`src/rtl/elelock_pkg.sv`:
```
// Shared types and constants for the electronic ten-key lock.
package elelock_pkg;

  localparam int unsigned DIGIT_W = 4;
  localparam logic [DIGIT_W-1:0] BLANK = 4'hF;

  typedef enum logic [1:0] {
    ST_OPEN,
    ST_LOCKED,
    ST_LOCKOUT
  } state_e;

endpackage

```
`src/rtl/elelock_gen_tenkey_if.sv`:
```
// Ten-key front end: rising-edge detect on any key, then one-hot to digit encode.
module tenkey_if
  import elelock_pkg::*;
(
  input  logic               ck,
  input  logic               reset,
  input  logic [9:0]         tenkey,
  output logic               key_valid,
  output logic [DIGIT_W-1:0] key_digit
);

  // sync_q[0] is the newer sample, sync_q[1] the older one
  logic [1:0] sync_q, sync_d;
  logic [3:0] ones;

  always_comb begin
    sync_d = {sync_q[0], |tenkey};
  end

  always_ff @(posedge ck or posedge reset) begin
    if (reset) sync_q <= '0;
    else       sync_q <= sync_d;
  end

  always_comb begin
    ones      = '0;
    key_digit = '0;
    for (int unsigned i = 0; i < 10; i++) begin
      if (tenkey[i]) begin
        ones      = ones + 4'd1;
        key_digit = 4'(i);
      end
    end
    key_valid = sync_q[0] & ~sync_q[1] & (ones == 4'd1);
  end

endmodule

```
`src/rtl/elelock_gen.sv`:
```
// Electronic lock: registers a code on close, unlocks on a matching entry,
// and locks out for a fixed time after too many consecutive wrong codes.
module elelock_gen
  import elelock_pkg::*;
#(
  parameter int unsigned DIGITS      = 4,
  parameter int unsigned MAX_FAIL    = 3,
  parameter int unsigned LOCKOUT_CYC = 1000
) (
  input  logic       ck,
  input  logic       reset,
  input  logic [9:0] tenkey,
  input  logic       close,
  output logic       lock,
  output logic       alarm,
  output logic [3:0] fail_cnt,
  output logic [3:0] digit_cnt
);

  localparam logic [3:0]  DIGITS_C   = 4'(DIGITS);
  localparam logic [3:0]  MAX_FAIL_C = 4'(MAX_FAIL);
  localparam logic [19:0] LOCK_LOAD  = 20'(LOCKOUT_CYC - 1);

  typedef logic [DIGITS-1:0][DIGIT_W-1:0] code_t;

  state_e      state_q, state_d;
  logic        lock_q, lock_d;
  logic        alarm_q, alarm_d;
  logic [3:0]  fail_q, fail_d;
  logic [3:0]  dcnt_q, dcnt_d;
  code_t       key_q, key_d;
  code_t       secret_q, secret_d;
  logic [19:0] lo_cnt_q, lo_cnt_d;

  logic               key_valid;
  logic [DIGIT_W-1:0] key_digit;
  logic [3:0]         fail_inc;
  logic               full;

  tenkey_if u_tenkey (
    .ck        (ck),
    .reset     (reset),
    .tenkey    (tenkey),
    .key_valid (key_valid),
    .key_digit (key_digit)
  );

  always_comb begin
    state_d  = state_q;
    lock_d   = lock_q;
    alarm_d  = alarm_q;
    fail_d   = fail_q;
    dcnt_d   = dcnt_q;
    key_d    = key_q;
    secret_d = secret_q;
    lo_cnt_d = lo_cnt_q;
    fail_inc = fail_q + 4'd1;
    full     = (dcnt_q == DIGITS_C);

    unique case (state_q)
      ST_OPEN: begin
        // close wins over a simultaneous press, even when it is ignored
        if (close) begin
          if (full) begin
            secret_d = key_q;
            key_d    = {DIGITS{BLANK}};
            dcnt_d   = '0;
            state_d  = ST_LOCKED;
            lock_d   = 1'b1;
          end
        end else if (key_valid) begin
          key_d = {key_q[DIGITS-2:0], key_digit};
          if (!full) dcnt_d = dcnt_q + 4'd1;
        end
      end

      ST_LOCKED: begin
        // a full buffer means this is the evaluation cycle; presses are dropped
        if (full) begin
          key_d  = {DIGITS{BLANK}};
          dcnt_d = '0;
          if (key_q == secret_q) begin
            fail_d  = '0;
            state_d = ST_OPEN;
            lock_d  = 1'b0;
          end else begin
            fail_d = fail_inc;
            if (fail_inc == MAX_FAIL_C) begin
              state_d  = ST_LOCKOUT;
              alarm_d  = 1'b1;
              lo_cnt_d = LOCK_LOAD;
            end
          end
        end else if (key_valid) begin
          key_d  = {key_q[DIGITS-2:0], key_digit};
          dcnt_d = dcnt_q + 4'd1;
        end
      end

      ST_LOCKOUT: begin
        if (lo_cnt_q == '0) begin
          state_d = ST_LOCKED;
          alarm_d = 1'b0;
          fail_d  = '0;
        end else begin
          lo_cnt_d = lo_cnt_q - 20'd1;
        end
      end

      default: begin
        state_d = ST_OPEN;
        lock_d  = 1'b0;
        alarm_d = 1'b0;
      end
    endcase
  end

  always_ff @(posedge ck or posedge reset) begin
    if (reset) begin
      state_q  <= ST_OPEN;
      lock_q   <= 1'b0;
      alarm_q  <= 1'b0;
      fail_q   <= '0;
      dcnt_q   <= '0;
      key_q    <= {DIGITS{BLANK}};
      secret_q <= {DIGITS{BLANK}};
      lo_cnt_q <= '0;
    end else begin
      state_q  <= state_d;
      lock_q   <= lock_d;
      alarm_q  <= alarm_d;
      fail_q   <= fail_d;
      dcnt_q   <= dcnt_d;
      key_q    <= key_d;
      secret_q <= secret_d;
      lo_cnt_q <= lo_cnt_d;
    end
  end

  assign lock      = lock_q;
  assign alarm     = alarm_q;
  assign fail_cnt  = fail_q;
  assign digit_cnt = dcnt_q;

endmodule
```
`config.mk`:
```
export PLATFORM = sky130hd
export DESIGN_NAME = elelock_gen
export DESIGN_NICKNAME = d
export VERILOG_FILES = /design/src/rtl/elelock_pkg.sv /design/src/rtl/elelock_gen_tenkey_if.sv /design/src/rtl/elelock_gen.sv
export SDC_FILE = /design/constraint.sdc
export NUM_CORES = 1
export LEC_CHECK = 0
export CORE_AREA = 2 2 92 94
export DETAILED_ROUTE_END_ITERATION = 10
export DIE_AREA = 0 0 94 96
export DONT_BUFFER_PORTS = 1
export GPL_ROUTABILITY_DRIVEN = 0
export GPL_TIMING_DRIVEN = 0
export PLACE_DENSITY = 0.69
export RECOVER_POWER = 25
export SETUP_SLACK_MARGIN = 0.2
export SYNTH_ARGS = -nofsm -noshare
export SYNTH_HDL_FRONTEND = slang
export SYNTH_SLANG_ARGS = --single-unit
```
`constraint.sdc`:
```
create_clock -name ck -period 8.49 [get_ports ck]
set_clock_uncertainty 0.2 [all_clocks]
set_input_delay 1.698 -clock ck [delete_from_list [all_inputs] [get_ports ck]]
set_output_delay 1.698 -clock ck [all_outputs]
set_load 0.05 [all_outputs]
```
# Word-level counts from Yosys, hierarchy flattened
# Cells that the tools add are included.
# word_totals
input_bits,13
out_inout_bits,10
wordCells,121
reg_bits,66
# op_classes
bitwise,5
n_mux,57
reduce_logical,13
n_eq_ne,19
n_addsub,12
# op_table
cell,count
$mux 20,4
$mux 4,20
$mux 16,4
$add 4x1->4 const B,10
$pmux 20 s2,1
$pmux 16 s2,1
$reduce_and 5->1,5
$logic_not 20->1,1
$sub 20x1->20 const B,1
$eq 16x16->1,1
$mux 2,8
$ne 2x2->1 const B,8
$pmux 4 s2,2
$ne 3x3->1 const B,5
$mux 3,4
$mux 1,10
$reduce_or 10->1,1
$pmux 1 s3,2
$pmux 2 s3,1
$reduce_and 3->1,2
$eq 4x1->1 const B,1
$eq 4x2->1 const B,1
$eq 4x3->1 const B,1
$reduce_bool 2->1,2
7 further kinds,10

# Depth between registers and ports, before layout
# Gate-level depths: netlist of the first run.
# depth
word_depth,24
depth_mapped,33
mapped_depth_nobuf,32

# Cells and area by module
# A second synthesis of the first run with hierarchy kept.
# hier_totals
cells_unflattened,436
hier_area_um2,4077.7
# modules_own_cells
module,seq_area_each_um2,area_each_um2,cells_each,instances
elelock_gen,1641.6,3296.9,334,1
tenkey_if,50.0,780.7,102,1

# Least setup slack after synthesis of the first run
# Ideal clock, no wire load.
# synth_path
path_kind,input-to-reg
startpoint,input tenkey[0]
endpoint,register key_q[10] (netlist bit)
arrival_ns,7.202
stages,31
n_path_buf,1
required_time_ns,8.215
setup_slack_ns,1.013
setup_ns,0.075
cell_sequence,ha_1 > nor2b_1 > or2_2 > ha_1 > nand2b_1 > o31ai_1 > inv_1 > ha_1 > nand2_1 > o21ai_0 > ha_1 > nand2_1 > o21a_1 > o31ai_1 > ha_1 > nand2_1 > nand2_1 > ha_1 > nand2_1 > o21a_1 > o221ai_2 > ha_1 > mux2_2 > ha_1 > nor3_1 > mux2_2 > a211oi_2 > or4b_4 > nor2_8 > buf_12 > mux2i_1
# synth_via
elab_chain_cells,24
word_cells_on_any_way,25
cone_classes,9 x add/sub; 1 x eq/ne; 14 x mux; 1 x bitwise
# synth_lines
item,line,source
from (decl),elelock_gen.sv:12,"input logic [9:0] tenkey,"
$mux 1 (*),elelock_gen_tenkey_if.sv:29,if (tenkey[i]) begin
$add 1x1->2,elelock_gen_tenkey_if.sv:30,ones = ones + 4'd1;
$mux 4 (*),elelock_gen_tenkey_if.sv:29,
$add 4x1->4,elelock_gen_tenkey_if.sv:30,
$mux 4 (*),elelock_gen_tenkey_if.sv:29,
$add 4x1->4,elelock_gen_tenkey_if.sv:30,
$mux 4 (*),elelock_gen_tenkey_if.sv:29,
$add 4x1->4,elelock_gen_tenkey_if.sv:30,
[... 8 more ...],-,
$mux 4 (*),elelock_gen_tenkey_if.sv:29,
$add 4x1->4,elelock_gen_tenkey_if.sv:30,
$mux 4 (*),elelock_gen_tenkey_if.sv:29,
$eq 4x1->1 (*),elelock_gen_tenkey_if.sv:34,key_valid = sync_q[0] & ~sync_q[1] & (ones == 4'd1);
$and 1x1->1 (*),elelock_gen_tenkey_if.sv:34,
$mux 16 (*),-,
"$mux 16, on equally long branches",-,
$pmux 16 s2 (*),-,
to (signal assigned),elelock_gen.sv:125,key_q <= {DIGITS{BLANK}};
to (signal assigned),elelock_gen.sv:134,key_q <= key_d;
to (decl),elelock_gen.sv:31,"code_t key_q, key_d;"
# Mark *: on every way between the ends. The rest lies on a longest branch, timed or not.
# A chain may end at the register's enable or synchronous reset.

# Final worst setup path of the first run
# layout_path
startpoint,input tenkey[0]
endpoint,register key_q[4] (netlist bit)
# The elaborated chain is that of the path after synthesis.

==> results_tabular.tex, run 1 <==
\begin{tabular}{lr}
\hline
Metric & Value \\
\hline
\multicolumn{2}{l}{\textbf{Worst setup path}} \\
\quad Worst reg-to-reg path cell count & 9 \\
\quad Highest net fanout along the worst path & 10 \\
\quad Critical path type & input pin to register \\
\quad Slowest cell on the critical path & or4b\_4 \\
\quad Crit path largest cell delay & 580 ps \\
\quad Required time worst endpoint & 8550 ps \\
\quad CP Data Arrival Time & 7680 ps \\
\quad Cell type with the highest occurrence count on the critical path & ha\_1 \\
\quad Kind of start point of the critical path & input pin \\
\quad Nature of the critical path endpoint & register \\
\multicolumn{2}{l}{\textbf{Status}} \\
\quad Status & finished with violations \\
\quad Failing checks & max-capacitance violations, max-slew violations \\
\multicolumn{2}{l}{\textbf{Yosys}} \\
\quad EDFF count, synth & 0 \\
\quad Synthesized netlist net count & 455 \\
\quad Area fraction in compound gates after synthesis & 9.55\% \\
\quad Area contributors post-synth & dfrtp\_1, dfstp\_2, mux2\_2 \\
\quad Post-synthesis share of cell area spent on and, or, nand and nor gates & 20.4\% \\
\quad Flip-flop cell with the highest count after synthesis & dfrtp\_1 \\
\quad Synthesized area per cell & 10.0 um2 \\
\quad Proportion of register bits with asynchronous set or reset after synthesis & 100\% \\
\quad Largest family of logic cells by synthesized area & simple AND/OR/NAND/NOR gates \\
\quad Most repeated cell in the gate-level netlist after synthesis & nor2\_1 \\
\quad Share of cell area taken by muxes after synthesis & 9.61\% \\
\quad Register area share after synthesis & 39.5\% \\
\quad Number of synthesized register bits & 66 \\
\quad Synthesized instance count & 427 \\
\quad Adder and majority gate portion of the synthesized area & 4.38\% \\
\quad Area leader, netlist & dfrtp\_1 \\
\quad Unique masters post-synth & 64 \\
\quad Top cell types by occurrence after synthesis & nor2\_1, nand2\_1, dfrtp\_1, dfstp\_2, xor2\_1 \\
\quad Cell area after synthesis & 4280 um2 \\
\quad Post-synthesis xor/xnor area fraction & 13.5\% \\
\quad Area share of the largest cell type after synthesis & 19.9\% \\
\quad Count of warnings emitted by yosys & 0 \\
\multicolumn{2}{l}{\textbf{Timing}} \\
\quad Unrepaired setup endpoints after global routing & no \\
\quad Maximum clock frequency & 131 MHz \\
\quad Setup violations, final & 0 \\
\quad Actual slew at the worst max-slew pin & 1950 ps \\
\quad Share of the clock period used by the worst path & 89.7\% \\
\quad Tightest slew margin relative to the limit & -29.8\% \\
\quad Worst setup margin & 872 ps \\
\quad Final hold violation count & 0 \\
\quad Final slew viol count & 38 \\
\quad Aggregate negative setup slack & 0 ps \\
\quad Minimum period implied by the final worst setup slack & 7620 ps \\
\multicolumn{2}{l}{\textbf{Clock network}} \\
\quad Root buf cell & clkbuf\_8 \\
\quad Clock tree from TritonCTS & done \\
\quad Clock sink total & 66 \\
\quad Post-CTS resize count & 0 \\
\quad Clock transition at path regs & 70 ps \\
\quad Number of buffers created by CTS & 9 \\
\quad Clk buf depth & 2 \\
\quad CTS H-tree lvls & 3 \\
\quad Post-CTS Setup Repair Bufs & 0 \\
\quad Clock latency of the later-clocked register in the worst-skew pair & 340 ps \\
\quad Post-CTS Hold Fix Bufs & 0 \\
\multicolumn{2}{l}{\textbf{Global route}} \\
\quad Gr usage total & 20.9\% \\
\quad Global-route congestion overflow total & 0 \\
\quad Pin count of the biggest net entering global routing & 38 \\
\quad Vias in the first global route & 3150 \\
\quad Antenna violations before repair & 0 \\
\quad Wire length of the first global-routing pass & 14700 um \\
\multicolumn{2}{l}{\textbf{Power}} \\
\quad Power density over the cells & 284 nW/um2 \\
\quad Static Leak & 1.87 nW \\
\quad Peak supply drop & 122 uV \\
\multicolumn{2}{l}{\textbf{Detailed routing}} \\
\quad Via count & 3106 \\
\quad Routed wire length per instance & 15.2 um \\
\quad DRC viols & 0 \\
\quad First drt pass iteration count & 4 \\
\quad Routed Antenna Nets & 0 \\
\quad Total detailed-routing wirelength & 8360 um \\
\quad Number of DRC markers in iteration 0 & 98 \\
\quad Per-cell via count in the routed design & 5.66 \\
\multicolumn{2}{l}{\textbf{Finish}} \\
\quad P\&R area growth vs syn & 8.00\% \\
\quad Multi-input gate area & 2460 um2 \\
\quad Area occupied by registers & 1690 um2 \\
\quad Ant diodes & 0 \\
\quad Share of final-layout standard cells stronger than drive strength 1 & 20.9\% \\
\quad Number of nets in the finished design & 467 \\
\quad Fill cell count & 737 \\
\multicolumn{2}{l}{\textbf{Die}} \\
\quad X dimension of the die & 94 um \\
\quad Die height & 96 um \\
\quad Area of the core & 8050 um2 \\
\quad Row count & 33 \\
\quad Number of placed I/O pins & 23 \\
\quad Starting utilization of the core area & 53.2\% \\
\quad Die Area & 9020 um2 \\
\multicolumn{2}{l}{\textbf{Place}} \\
\quad Half-perimeter wire length after placement & 6300 um \\
\quad Worst slack at placement & 510 ps \\
\quad Buffers on Ports & 0 \\
\multicolumn{2}{l}{\textbf{Flow run}} \\
\quad Max-cap violations & 1 \\
\multicolumn{2}{l}{\textbf{Worst hold path}} \\
\quad Worst min path class & register to register \\
\quad Hold Path Cell Cnt & 0 \\
\hline
\end{tabular}
area by class of cell:
| type | instances | area share [%] |
|---|---|---|
| multi-input cells | 333 | 53.2 |
| flip-flops and latches | 66 | 36.6 |
| clock buffers | 14 | 3.73 |
| well taps | 105 | 2.84 |
| plain buffers | 13 | 1.51 |
| inverters | 15 | 1.33 |
| clock inverters | 2 | 0.757 |
| repair buffers | 1 | 0.0811 |
flip-flops by register name, indices dropped and copies added (netlist names):
signal,cells
secret_q,16
u_tenkey.sync_q,2
alarm,1
lo_cnt_q,20
digit_cnt,4
lock,1
key_q,16
fail_cnt,4
state_q,2
critical path, delay by kind of cell:
family | cells | cell delay (ps)
buffers and inverters | 2 | 250
multiplexers | 3 | 650
AND/OR/NAND/NOR | 11 | 1900
adder cells (fa/ha/maj) | 8 | 2250
AO/OA/AOI/OAI | 7 | 890
kinds of logic after synthesis:
kind of cell,count (synthesis)
AOI/OAI and AO/OA,58
buffers and inverters,28
adders and majority gates,15
xor gates and xnor gates,51
DFF,66
muxes,37
and+or+nand+nor,172
worst paths after layout:
check / from / endpoint / slack (ps)
setup / recovery: tenkey[0] / key_q[4]$_DFFE_PP1P_ / 870
hold reg to reg: u_tenkey.sync_q[0]$_DFF_PP0_ / u_tenkey.sync_q[1]$_DFF_PP0_ / 250
min in group asynchronous: reset / lo_cnt_q[4]$_DFFE_PP0P_ / 1320
setup reg to reg: digit_cnt[0]$_DFFE_PP0P_ / key_q[8]$_DFFE_PP1P_ / 5110
max in group asynchronous: reset / digit_cnt[0]$_DFFE_PP0P_ / 4400
hold / removal: u_tenkey.sync_q[0]$_DFF_PP0_ / u_tenkey.sync_q[1]$_DFF_PP0_ / 250
cells in the final DEF, fill, tap and decap left out, types with 4 or more instances in the layout:
cell type	count
a21oi_1	10
buf_2	4
clkbuf_1	11
clkbuf_8	12
dfrtp_1	34
dfstp_2	32
ha_1	15
inv_1	14
mux2_2	20
mux2i_1	16
nand2_1	46
nand3_1	8
nand4_1	7
nor2_1	49
nor2b_1	7
nor3_1	11
nor4_1	11
o21ai_0	20
or2_2	4
or3_1	8
xnor2_1	16
xnor3_1	4
xor2_1	25
metal layers:
layer / up-vias / share of wire [%] / routed length (um) / global-route usage, %
met5: - / 0 / 0 / 0
met4: 0 / 2.2 / 181 / 8.82
met3: 15 / 4.0 / 338 / 4.62
met2: 55 / 48 / 4040 / 34.8
met1: 1501 / 46 / 3800 / 26.3
li1: 1535 / - / - / -
stage by stage:
stage	cell area [um2]	std cells	power (mW)	utilization (%)	hold WS, ps
after floorplan	4280	427	0.921	-	206
after global placement	4420	532	1.02	54.8	236
after detailed placement	4440	533	1.04	55.1	239
after CTS	4640	549	1.32	57.7	251
after global routing	4630	549	1.41	57.5	268
final	4630	549	1.31	57.5	248
report_power, final:
part           internal [mW]  switching (mW)
clock                  0.160           0.114
sequential             0.383           0.129
combinational          0.218           0.309
Note: power is estimated with default switching activity, not from simulation.
==> run 2: changes to the inputs <==
==> constraint.sdc (replaced) <==
create_clock -name ck -period 7.8 [get_ports ck]
set_clock_uncertainty 0.2 [all_clocks]
set_input_delay 1.56 -clock ck [delete_from_list [all_inputs] [get_ports ck]]
set_output_delay 1.56 -clock ck [all_outputs]
set_load 0.05 [all_outputs]
==> results_tabular.tex, run 2 (synthesized netlist as in run 1, its figures left out) <==
\begin{tabular}{lr}
\hline
Metric & Value \\
\hline
\multicolumn{2}{l}{\textbf{Power}} \\
\quad Power, Total & 1.47 mW \\
\quad Static Leak & 1.89 nW \\
\quad Peak supply drop & 145 uV \\
\quad Power density over the cells & 312 nW/um2 \\
\multicolumn{2}{l}{\textbf{Timing}} \\
\quad Post-Route Hold Slack & 245 ps \\
\quad Share of the clock period used by the worst path & 93.2\% \\
\quad Setup violations, final & 0 \\
\quad Aggregate negative setup slack & 0 ps \\
\quad Minimum period implied by the final worst setup slack & 7270 ps \\
\quad Actual slew at the worst max-slew pin & 1950 ps \\
\quad Unrepaired setup endpoints after global routing & no \\
\quad Final hold violation count & 0 \\
\quad Tightest slew margin relative to the limit & -30.0\% \\
\quad Final slew viol count & 38 \\
\quad Maximum clock frequency & 138 MHz \\
\multicolumn{2}{l}{\textbf{Worst setup path}} \\
\quad Required time worst endpoint & 7860 ps \\
\quad Slowest cell on the critical path & or4b\_4 \\
\quad Highest net fanout along the worst path & 10 \\
\quad Worst reg-to-reg setup slack & 4400 ps \\
\quad Nature of the critical path endpoint & register \\
\quad Kind of start point of the critical path & input pin \\
\quad Critical path type & input pin to register \\
\quad CP Data Arrival Time & 7330 ps \\
\quad Crit path largest cell delay & 580 ps \\
\multicolumn{2}{l}{\textbf{Finish}} \\
\quad Ant diodes & 0 \\
\quad Top register by number of flip-flops & lo\_cnt\_q \\
\quad Highest-count cells in the layout ignoring fill and taps & nor2\_1, nand2\_1, dfrtp\_1 \\
\quad Flip-flop count of the largest register, all copies and words added & 20 \\
\quad Registers with the most flip-flops & lo\_cnt\_q: 20 flops, key\_q: 16 flops, secret\_q: 16 flops \\
\quad Fill cell count & 738 \\
\quad Multi-input gate area & 2520 um2 \\
\quad Area occupied by registers & 1690 um2 \\
\quad Final Core Density & 58.6\% \\
\quad P\&R area growth vs syn & 10.2\% \\
\quad Most common cell after layout, fill and taps aside & nor2\_1 \\
\quad Share of final-layout standard cells stronger than drive strength 1 & 23.4\% \\
\quad Number of nets in the finished design & 471 \\
\multicolumn{2}{l}{\textbf{Status}} \\
\quad Status & finished with violations \\
\quad Failing checks & max-capacitance violations, max-slew violations \\
\multicolumn{2}{l}{\textbf{Detailed routing}} \\
\quad First drt pass iteration count & 4 \\
\quad Via count & 3127 \\
\quad Per-cell via count in the routed design & 5.65 \\
\quad Routed Antenna Nets & 0 \\
\quad Total detailed-routing wirelength & 8570 um \\
\quad Routed wire length per instance & 15.5 um \\
\quad DRC viols & 0 \\
\quad Number of DRC markers in iteration 0 & 100 \\
\multicolumn{2}{l}{\textbf{Die}} \\
\quad Die height & 96 um \\
\quad Area of the core & 8050 um2 \\
\quad Number of placed I/O pins & 23 \\
\quad Row count & 33 \\
\quad Starting utilization of the core area & 53.2\% \\
\quad Die Area & 9020 um2 \\
\quad X dimension of the die & 94 um \\
\multicolumn{2}{l}{\textbf{Global route}} \\
\quad Pin count of the biggest net entering global routing & 38 \\
\quad Global-route congestion overflow total & 0 \\
\quad Antenna violations before repair & 0 \\
\quad Gr usage total & 20.9\% \\
\quad Wire length of the first global-routing pass & 14700 um \\
\quad Vias in the first global route & 3150 \\
\multicolumn{2}{l}{\textbf{Clock network}} \\
\quad Clock latency of the later-clocked register in the worst-skew pair & 350 ps \\
\quad Clk buf depth & 2 \\
\quad Root buf cell & clkbuf\_8 \\
\quad Clock transition at path regs & 70 ps \\
\quad CTS H-tree lvls & 3 \\
\quad Number of buffers created by CTS & 9 \\
\quad Post-CTS Hold Fix Bufs & 0 \\
\quad Clock tree from TritonCTS & done \\
\quad Clock sink total & 66 \\
\multicolumn{2}{l}{\textbf{Place}} \\
\quad Buffers on Ports & 0 \\
\quad Half-perimeter wire length after placement & 6300 um \\
\multicolumn{2}{l}{\textbf{Flow run}} \\
\quad Max-cap violations & 1 \\
\multicolumn{2}{l}{\textbf{Worst hold path}} \\
\quad Worst min path class & register to register \\
\hline
\end{tabular}
run 2: changes by cell type in the layout (fill, tap and decap cells not counted), moves of 2 or more:
cell,previous run,this run
mux2i_2,0,2
o31ai_1,2,0
o31ai_2,0,2
buf_4,0,4
mux2i_1,16,14
ha_1,15,13
run 2: path summary, 6_finish.rpt:
| path | start | cells past startpoint | endpoint |
|---|---|---|---|
| min in group asynchronous | reset | 1 | lo_cnt_q[4]$_DFFE_PP0P_ |
| min | u_tenkey.sync_q[0]$_DFF_PP0_ | 0 | u_tenkey.sync_q[1]$_DFF_PP0_ |
| max reg2reg | digit_cnt[0]$_DFFE_PP0P_ | 9 | key_q[8]$_DFFE_PP1P_ |
| min reg2reg | u_tenkey.sync_q[0]$_DFF_PP0_ | 0 | u_tenkey.sync_q[1]$_DFF_PP0_ |
| max in group asynchronous | reset | 2 | lock$_DFFE_PP0P_ |
| max | tenkey[0] | 32 | key_q[4]$_DFFE_PP1P_ |
run 2: what timing repair did:
item	4_1_cts	5_1_grt
endpoints found under the hold margin	0	0
setup buffers	0	4
resized for setup	0	11
setup endpoints to repair	0	19
run 2: report_power, final:
group | total (mW) | switching [mW] | internal [mW]
sequential | 0.558 | 0.141 | 0.417
combinational | 0.617 | 0.356 | 0.261
clock | 0.299 | 0.125 | 0.174
total | 1.47 | 0.622 | 0.852
run 2: cell type report:
class,instances,area share (%)
multi-input cells,333,53.5
flip-flops and latches,66,35.8
clock buffers,14,3.66
well taps,105,2.78
plain buffers,13,1.48
inverters,15,1.30
clock inverters,2,0.742
repair buffers,5,0.716
run 2: metal layers:
metal / global-route usage [%] / wire length [um]
met4: 8.82 / 164
met5: 0 / 0
met3: 4.62 / 321
met1: 26.3 / 3850
met2: 34.8 / 4230
run 2: metrics by stage:
step | worst slack [ps] | instances | instance area, um2
final | 529 | 553 | 4720
after global routing | 182 | 553 | 4720
after CTS | 293 | 549 | 4640
after detailed placement | -42.2 | 533 | 4440
after global placement | 74.0 | 532 | 4420
after floorplan | 461 | 427 | 4280
run 2: worst max-delay path: cells and delay by family:
kind                     cells  cell delay, ps
AND/OR/NAND/NOR             12            1970
AO/OA/AOI/OAI                7             820
buffers and inverters        2             250
adder cells (fa/ha/maj)      8            2180
multiplexers                 3             540
